**config.mk**
```make
export PLATFORM = sky130hd
export DESIGN_NAME = memory_system
export DESIGN_NICKNAME = d
export VERILOG_FILES = /design/src/rtl/mem_map_pkg.sv /design/src/rtl/ram_96x8.sv /design/src/rtl/rom_128x8.sv /design/src/rtl/memory_system.sv
export SDC_FILE = /design/constraint.sdc
export NUM_CORES = 1
export LEC_CHECK = 0
export ABC_AREA = 1
export BUFFER_PORTS_ARGS = -buffer_cell sky130_fd_sc_hd__buf_2
export CORE_ASPECT_RATIO = 1.1
export CORE_MARGIN = 2
export CORE_UTILIZATION = 54
export DETAILED_ROUTE_END_ITERATION = 8
export GPL_ROUTABILITY_DRIVEN = 0
export GPL_TIMING_DRIVEN = 1
export PLACE_DENSITY = 0.78
export SLEW_MARGIN = 20
export SYNTH_ARGS = -nofsm -noshare
export SYNTH_HDL_FRONTEND = slang
export SYNTH_HIERARCHICAL = 1
export SYNTH_SLANG_ARGS = --single-unit
```
**constraint.sdc**
```tcl
create_clock -name Clk -period 1.3 [get_ports Clk]
set_input_delay 0.325 -clock Clk [delete_from_list [all_inputs] [get_ports Clk]]
set_output_delay 0.325 -clock Clk [all_outputs]
set_load 0.1 [all_outputs]
```
**src/rtl/mem_map_pkg.sv**
```systemverilog
// Memory map shared by memory_system, the control unit and the testbench.
// Holds the default region boundaries, the region-select encoding, the default
// program ROM image and the address-to-region decode helper.
package mem_map_pkg;

    localparam logic [7:0] RAM_BASE_DEF = 8'h80;
    localparam logic [7:0] OUT_BASE_DEF = 8'hE0;
    localparam logic [7:0] IN_BASE_DEF  = 8'hF0;
    localparam int         N_PORTS_DEF  = 16;

    // Default 128-byte program image, byte k at bits [8k+7:8k].
    localparam logic [1023:0] ROM_IMAGE_DEF = {1008'h0, 8'hAA, 8'h86};

    typedef enum logic [1:0] {
        REG_ROM = 2'd0,
        REG_RAM = 2'd1,
        REG_OUT = 2'd2,
        REG_IN  = 2'd3
    } region_e;

    // Every 8-bit address falls into exactly one region; the bases are ascending.
    function automatic region_e decode_region(
        input logic [7:0] addr,
        input logic [7:0] ram_base,
        input logic [7:0] out_base,
        input logic [7:0] in_base
    );
        region_e r;
        if (addr < ram_base) begin
            r = REG_ROM;
        end else if (addr < out_base) begin
            r = REG_RAM;
        end else if (addr < in_base) begin
            r = REG_OUT;
        end else begin
            r = REG_IN;
        end
        return r;
    endfunction

endpackage

```
**src/rtl/ram_96x8.sv**
```systemverilog
// Data RAM, 96 x 8, synchronous read-before-write.
// A read and a write to the same word on one edge return the old contents.
// The array itself is never cleared; a write presented while reset is held is dropped.
// Ports: clk, rst_n (async active-low, clears only the read register),
//        addr[6:0] word address, we write enable, wdata[7:0], rdata[7:0] registered.
module ram_96x8 (
    input  logic       clk,
    input  logic       rst_n,
    input  logic [6:0] addr,
    input  logic       we,
    input  logic [7:0] wdata,
    output logic [7:0] rdata
);

    localparam logic [6:0] DEPTH = 7'd96;

    logic [7:0] mem_r [96];
    logic [7:0] rdata_r;
    logic       in_range_s;

    assign in_range_s = (addr < DEPTH);

    // Read old word, then optionally overwrite it; reset branch leaves the array alone.
    always_ff @(posedge clk or negedge rst_n) begin
        if (!rst_n) begin
            rdata_r <= 8'h00;
        end else begin
            if (in_range_s) begin
                rdata_r <= mem_r[addr];
                if (we) begin
                    mem_r[addr] <= wdata;
                end
            end else begin
                rdata_r <= 8'h00;
            end
        end
    end

    assign rdata = rdata_r;

endmodule

```
**src/rtl/rom_128x8.sv**
```systemverilog
// Program ROM, 128 x 8, synchronous read.
// Contents come from the ROM_IMAGE parameter (byte k at [8k+7:8k]), so the image
// is fixed at elaboration and never changes at run time.
// Ports: clk, rst_n (async active-low, clears only the read register),
//        addr[6:0] read address, rdata[7:0] registered read data.
module rom_128x8 #(
    parameter logic [1023:0] ROM_IMAGE = mem_map_pkg::ROM_IMAGE_DEF
) (
    input  logic       clk,
    input  logic       rst_n,
    input  logic [6:0] addr,
    output logic [7:0] rdata
);

    logic [7:0] rdata_r;

    // Registered ROM read.
    always_ff @(posedge clk or negedge rst_n) begin
        if (!rst_n) begin
            rdata_r <= 8'h00;
        end else begin
            rdata_r <= ROM_IMAGE[{addr, 3'b000} +: 8];
        end
    end

    assign rdata = rdata_r;

endmodule

```
**src/rtl/memory_system.sv**
```systemverilog
// Responder side of the CPU memory bus.
// Decodes the 8-bit address into program ROM, data RAM, output ports and input
// ports. Reads have one cycle of latency; writes land on the rising edge.
// Ports:
//   Clk, Reset       clock, asynchronous active-low reset
//   address[7:0]     byte address from the MAR
//   to_memory[7:0]   write data
//   write            write strobe, sampled on rising Clk
//   from_memory[7:0] read data, one cycle after the address
//   port_in          N_PORTS input bytes, asynchronous, double-synchronised
//   port_out         N_PORTS output bytes, registered, readable back
module memory_system
    import mem_map_pkg::*;
#(
    parameter logic [1023:0] ROM_IMAGE = ROM_IMAGE_DEF,
    parameter logic [7:0]    RAM_BASE  = RAM_BASE_DEF,
    parameter logic [7:0]    OUT_BASE  = OUT_BASE_DEF,
    parameter logic [7:0]    IN_BASE   = IN_BASE_DEF,
    parameter int            N_PORTS   = N_PORTS_DEF
) (
    input  logic                   Clk,
    input  logic                   Reset,
    input  logic [7:0]             address,
    input  logic [7:0]             to_memory,
    input  logic                   write,
    output logic [7:0]             from_memory,
    input  logic [8*N_PORTS-1:0]   port_in,
    output logic [8*N_PORTS-1:0]   port_out
);

    localparam int PW = $clog2(N_PORTS);

    region_e            region_s;
    region_e            region_r;
    logic [7:0]         ram_off_s;
    logic [7:0]         out_off_s;
    logic [7:0]         in_off_s;
    logic [PW-1:0]      out_idx_s;
    logic [PW-1:0]      in_idx_s;
    logic               ram_we_s;
    logic               out_we_s;
    logic [7:0]         rom_data_s;
    logic [7:0]         ram_data_s;
    logic [7:0]         port_rd_r;
    logic [7:0]         from_memory_s;
    logic [8*N_PORTS-1:0] sync1_r;
    logic [8*N_PORTS-1:0] sync2_r;
    logic [8*N_PORTS-1:0] out_r;
    logic               unused_s;

    assign region_s  = decode_region(address, RAM_BASE, OUT_BASE, IN_BASE);
    assign ram_off_s = address - RAM_BASE;
    assign out_off_s = address - OUT_BASE;
    assign in_off_s  = address - IN_BASE;
    assign out_idx_s = out_off_s[PW-1:0];
    assign in_idx_s  = in_off_s[PW-1:0];
    // Upper offset bits are zero whenever their region is selected.
    assign unused_s  = ^{ram_off_s[7], out_off_s[7:PW], in_off_s[7:PW]};

    // An X strobe compares false and therefore never writes.
    assign ram_we_s = (write == 1'b1) && (region_s == REG_RAM);
    assign out_we_s = (write == 1'b1) && (region_s == REG_OUT);

    rom_128x8 #(
        .ROM_IMAGE (ROM_IMAGE)
    ) u_rom (
        .clk   (Clk),
        .rst_n (Reset),
        .addr  (address[6:0]),
        .rdata (rom_data_s)
    );

    ram_96x8 u_ram (
        .clk   (Clk),
        .rst_n (Reset),
        .addr  (ram_off_s[6:0]),
        .we    (ram_we_s),
        .wdata (to_memory),
        .rdata (ram_data_s)
    );

    // Input synchroniser, output port registers, and the registered port read path.
    always_ff @(posedge Clk or negedge Reset) begin
        if (!Reset) begin
            sync1_r   <= {(8*N_PORTS){1'b0}};
            sync2_r   <= {(8*N_PORTS){1'b0}};
            out_r     <= {(8*N_PORTS){1'b0}};
            region_r  <= REG_ROM;
            port_rd_r <= 8'h00;
        end else begin
            sync1_r  <= port_in;
            sync2_r  <= sync1_r;
            region_r <= region_s;
            // Readback uses the pre-edge register value, giving read-before-write.
            case (region_s)
                REG_OUT: port_rd_r <= out_r[{out_idx_s, 3'b000} +: 8];
                REG_IN:  port_rd_r <= sync2_r[{in_idx_s, 3'b000} +: 8];
                default: port_rd_r <= 8'h00;
            endcase
            if (out_we_s) begin
                out_r[{out_idx_s, 3'b000} +: 8] <= to_memory;
            end else begin
                out_r <= out_r;
            end
        end
    end

    // Select among the already-registered read sources using the registered region.
    always_comb begin
        from_memory_s = 8'h00;
        case (region_r)
            REG_ROM: from_memory_s = rom_data_s;
            REG_RAM: from_memory_s = ram_data_s;
            REG_OUT: from_memory_s = port_rd_r;
            REG_IN:  from_memory_s = port_rd_r;
            default: from_memory_s = 8'h00;
        endcase
    end

    assign from_memory = from_memory_s;
    assign port_out    = out_r;

endmodule

```
==> results.py, run 1 <==
metrics = {
    "outcome": {
        "status": "aborted with a tool error",
        "lastStage": "5_1_grt",
        "toolErrorMsg": "[ERROR GRT-0232] Routing congestion too high. Check the congestion heatmap in the GUI.",
    },
    "global_route": {
        "grt_max_degree": 97,
        "grt_usage_pct": 61.4,
        "overflow": 524,
    },
    "placement": {
        "place_worst_setup_slack_ns": -0.964,
        "place_inst": 6025,
        "place_area_um2": 56500,
        "dp_hpwl_mm": 101,
        "port_buffers": 282,
    },
    "floorplanning": {
        "ios": 283,
        "dieHeight_um": 314,
        "num_rows": 113,
        "start_util_pct": 54.7,
        "die_w_um": 286,
    },
    "logic_synthesis": {
        "synth_warnings": 6,
        "ys_top_cells_by_area": "edfxtp_1, dfrtp_1, nand2_1",
        "yosys.area.top_type": "edfxtp_1",
        "synth.top_cell.area_share_pct": 48.8,
        "yosysSeqAreaShare_pct": 70.2,
        "syn_area_um2": 47300,
        "ys_types": 40,
        "syn_area_per_cell_um2": 10.9,
        "synth_cells": 4350,
        "synth_seq_cells": 1173,
    },
    "clock_tree": {
        "cts-htree-levels": 3,
        "clockBufferDepth": 3,
        "cts_root_buf": "clkbuf_16",
        "cts_buffers": 112,
        "cts.sinks": 1173,
    },
}
[per-stage QoR]
step           TNS [ns]  hold slack [ns]
2_1_floorplan   -488.08           0.0294
4_1_cts          -61.07           0.0143
3_3_place_gp    -685.42            0.332
3_5_place_dp    -717.96            0.335
[synth_stat cells, drive strengths merged]
cell and n:
nand3 248, buf 176, nor4 1, ha 4, nand3b 1, inv 258, edfxtp 768, o22ai 21
and3 1, o21ai 311, xnor2 1, nand2 1421, clkinv 3, or2 42, nand4 9, nor3 18
o211ai 116, nor3b 1, nor2 466, conb 1, dfrtp 405, clkbuf 53, a21oi 25
[logic make-up after synthesis]
family                   after synthesis  synth area share [%]
flip-flops                          1173                  70.2
AND/OR/NAND/NOR                     2208                  18.9
XOR/XNOR                               1                0.0582
adder cells (fa/ha/maj)                4                 0.106
AO/OA/AOI/OAI                        473                  5.69
buffers and inverters                490                  5.09
other                                  1               0.00793
[layer usage]
layer,overflow,global-route usage (%)
met5,12,33.8
met4,157,54.8
met3,52,51.1
met2,247,74.5
met1,56,61.9
[timing repair]
| action | in CTS |
|---|---|
| hold buffers | 130 |
| pin swaps | 95 |
| gates resized for setup | 239 |
| setup endpoints to repair | 916 |
| cloned | 2 |
| hold endpoints to repair | 346 |
| setup buffers | 141 |
==> run 2: changes to the inputs <==
--- a/config.mk
+++ b/config.mk
@@ -7,13 +7,12 @@
 export LEC_CHECK = 0
 export ABC_AREA = 1
 export BUFFER_PORTS_ARGS = -buffer_cell sky130_fd_sc_hd__buf_2
-export CORE_ASPECT_RATIO = 1.1
 export CORE_MARGIN = 2
-export CORE_UTILIZATION = 54
+export CORE_UTILIZATION = 39
 export DETAILED_ROUTE_END_ITERATION = 8
 export GPL_ROUTABILITY_DRIVEN = 0
 export GPL_TIMING_DRIVEN = 1
-export PLACE_DENSITY = 0.78
+export PLACE_DENSITY_LB_ADDON = 0.15
 export SLEW_MARGIN = 20
 export SYNTH_ARGS = -nofsm -noshare
 export SYNTH_HDL_FRONTEND = slang
==> constraint.sdc (replaced) <==
create_clock -name Clk -period 1.7 [get_ports Clk]
set_input_delay 0.425 -clock Clk [delete_from_list [all_inputs] [get_ports Clk]]
set_output_delay 0.425 -clock Clk [all_outputs]
set_load 0.1 [all_outputs]
==> run 2 against run 1 <==
Against the previous run:
- the flow now finishes, with violations (setup timing)
- synthesized area is the same
- synthesized cell count did not move
==> results.py, run 2 <==
metrics = {
    "pwr": {
        "switchingPower_mw": 15.9,
        "p_seq_share_pct": 47.4,
        "p_leak_nw": 25.9,
        "intPower_mw": 49.8,
        "swShare_pct": 24.2,
        "p_per_area_nw_per_um2": 1040,
        "peakVddDrop_mv": 1.13,
        "pwr-share-clk_pct": 43.7,
        "p_comb_share_pct": 8.9,
    },
    "hold_path": {
        "min_path_cells": 2,
        "hold_path_class": "input port to register",
        "min_from": "to_memory[4]",
    },
    "cells_and_area": {
        "drive_gt1_share_pct": 24.2,
        "final_cells": 6869,
        "max_flop_register": "u_ram/mem_r",
        "seq_area_um2": 33300,
        "layout_commonest_cell": "nand2_1",
        "final_cell_mix": "nand2_1, edfxtp_1, buf_4",
        "fin_nets": 5300,
        "final_core_util_pct": 52.7,
        "multiInputGateArea_um2": 12700,
        "largest_reg_flops": 768,
        "area_growth_syn_to_layout_pct": 33.9,
        "fill_cells": 10500,
    },
    "logic_synthesis": {
        "synth_flop_cell": "edfxtp_1",
        "ys_types": 40,
        "ys_async_sr_fraction_pct": 34.5,
        "synthAdderAreaFrac_pct": 0.106,
        "synth_seq_cells": 1173,
        "synth_edf_count": 768,
        "synth_warnings": 6,
        "yosys.area.top_type": "edfxtp_1",
        "synth_compound_area_share_pct": 5.69,
        "synthXorXnorAreaFrac_pct": 0.0582,
        "synth_cells": 4350,
        "synth.top_cell.area_share_pct": 48.8,
        "yosysMostFrequentCell": "nand2_1",
        "synthTopCellsByCount": "nand2_1, edfxtp_1, nor2_1",
        "yosysSeqAreaShare_pct": 70.2,
        "synth_mux_area_share_pct": 0,
        "syn_area_um2": 47300,
        "synth_top_family_by_area": "simple AND/OR/NAND/NOR gates",
        "ys_top_cells_by_area": "edfxtp_1, dfrtp_1, nand2_1",
        "syn_area_per_cell_um2": 10.9,
        "yosys.area_share.simple_pct": 18.9,
    },
    "setup_path": {
        "worstReg2RegStart": "u_ram/mem_r[18][0]",
        "rr_worst_depth": 9,
        "worst-setup-path-type": "register to output port",
        "startpoint": "region_r[1]",
        "cp.required_ns": 1.27,
        "startpoint_type": "register",
        "critPathCaptureType": "output port",
        "cp_max_fo": 6,
        "rrSetupSlack_ns": 0.06,
        "cp.arrival_ns": 1.87,
    },
    "global_route": {
        "grt_usage_pct": 25.4,
        "grt_pass1_vias": 34300,
        "grt_pass1_wl_mm": 232,
        "overflow": 0,
        "antenna_found_initial": 6,
        "grt_max_degree": 121,
    },
    "timing": {
        "timing.final.crit_share_pct": 135,
        "holdWs_ns": 0.157,
        "period_minus_slack_ns": 2.29,
        "max_slew_margin_pct": 54.5,
        "finalSetupTns_ns": -19.11,
        "timing.final.ws_setup_ns": -0.592,
        "clock-skew-final_ns": 0.0292,
        "rsz0062_at_grt": "true",
        "hold_viol": 0,
        "maxSlewViolCount": 0,
        "report.final.setup_viol": 136,
        "max_freq_mhz": 436,
        "worst_pin_slew_ns": 0.682,
    },
    "placement": {
        "place_inst": 6367,
        "dp_hpwl_mm": 105,
        "port_buffers": 282,
    },
    "floorplanning": {
        "coreArea_um2": 120000,
        "num_rows": 127,
        "die_w_um": 352,
        "ios": 283,
        "dieArea_um2": 124000,
        "dieHeight_um": 352,
        "start_util_pct": 39.4,
    },
    "clock_tree": {
        "cts_buffers": 130,
        "clockBufferDepth": 3,
        "cts.sinks": 1173,
        "cts_root_buf": "clkbuf_16",
        "cts_tree": "yes",
        "cts-htree-levels": 4,
        "clk_latency_ns": 0.77,
        "clkSlewWorstSetupHoldPaths_ns": 0.06,
    },
    "detailed_routing": {
        "routedWlPerCell_um": 23.2,
        "viasPerCell": 5.09,
        "firstDrtPassIters": 6,
        "route.vias.total": 35000,
        "wl_mm": 159,
        "antenna_left": 0,
        "drcViolationCount": 0,
        "drt_iter0_drc": 3963,
    },
    "outcome": {
        "violations": "setup timing",
        "status": "complete, but fails checks",
    },
    "run": {
        "cap_violations": 0,
    },
}
## run 2: cell counts after synthesis
No cell type changed its count.
## run 2: critical path, cell delays in order (launching register included)
cell     delay [ns]
dfrtp_2        0.45
buf_4          0.15
buf_4          0.15
nand2_1        0.07
nand3_2        0.10
buf_12         0.19
## run 2: final cells by class
type / instances / share of cell area, %
Multi-Input combinational cell: 2689 / 20.0
Timing Repair Buffer: 894 / 15.7
Tap cell: 1612 / 3.18
Antenna cell: 3 / 0.0119
Clock buffer: 171 / 5.76
Inverter: 261 / 1.62
Clock inverter: 66 / 1.11
Sequential cell: 1173 / 52.6
## run 2: path summary, 6_finish.rpt
| check | end |
|---|---|
| worst min-delay path | u_ram/mem_r[91][4] |
| min in group asynchronous | sync1_r[36] |
| worst min register to register | sync2_r[9] |
| max in group asynchronous | port_out[78] |
| worst max-delay path | from_memory[1] |
| worst max register to register | u_ram/rdata[0] |
## run 2: routing by layer
layer	GRT usage, %	wire [µm]	vias up
li1	-	-	16100
met1	35.3	67900	17200
met2	39.3	72400	1399
met3	4.52	11900	312
met4	10.7	7020	4
met5	0	23	-
## run 2: cells by family after synthesis
logic type	after synthesis
compound gates	473
fa+ha+maj	4
simple gates	2208
flops	1173
other cells	1
buf+inv	490
xor+xnor	1
## run 2: power groups by stage
stage | clock [mW] | combinational (mW) | sequential (mW)
2_1_floorplan | 0 | 2.16 | 32.0
3_3_place_gp | 0 | 5.20 | 31.7
3_5_place_dp | 0 | 5.21 | 31.7
4_1_cts | 29.2 | 5.77 | 31.2
5_1_grt | 30.4 | 6.23 | 31.2
6_report | 28.7 | 5.85 | 31.2
## run 2: what timing repair did
| action | 4_1_cts | 5_1_grt |
|---|---|---|
| hold buffers | 129 | 0 |
| cloned | 0 | 1 |
| buffers inserted | 116 | 20 |
| endpoints found under the hold margin | 287 | 0 |
| setup endpoints to repair | 138 | 233 |
| pin swaps | 2 | 15 |
| resized for setup | 593 | 25 |
## run 2: through the flow
| stage | worst slack, ns | cell area, µm² | power (mW) |
|---|---|---|---|
| 6_report | -0.592 | 63300 | 65.7 |
| 5_1_grt | -0.640 | 63300 | 67.8 |
| 4_1_cts | -0.627 | 63000 | 66.1 |
| 3_5_place_dp | -0.716 | 54500 | 36.9 |
| 3_3_place_gp | -0.714 | 54500 | 36.9 |
| 2_1_floorplan | -0.617 | 48500 | 34.2 |
Note: power is estimated with default switching activity, not from simulation.
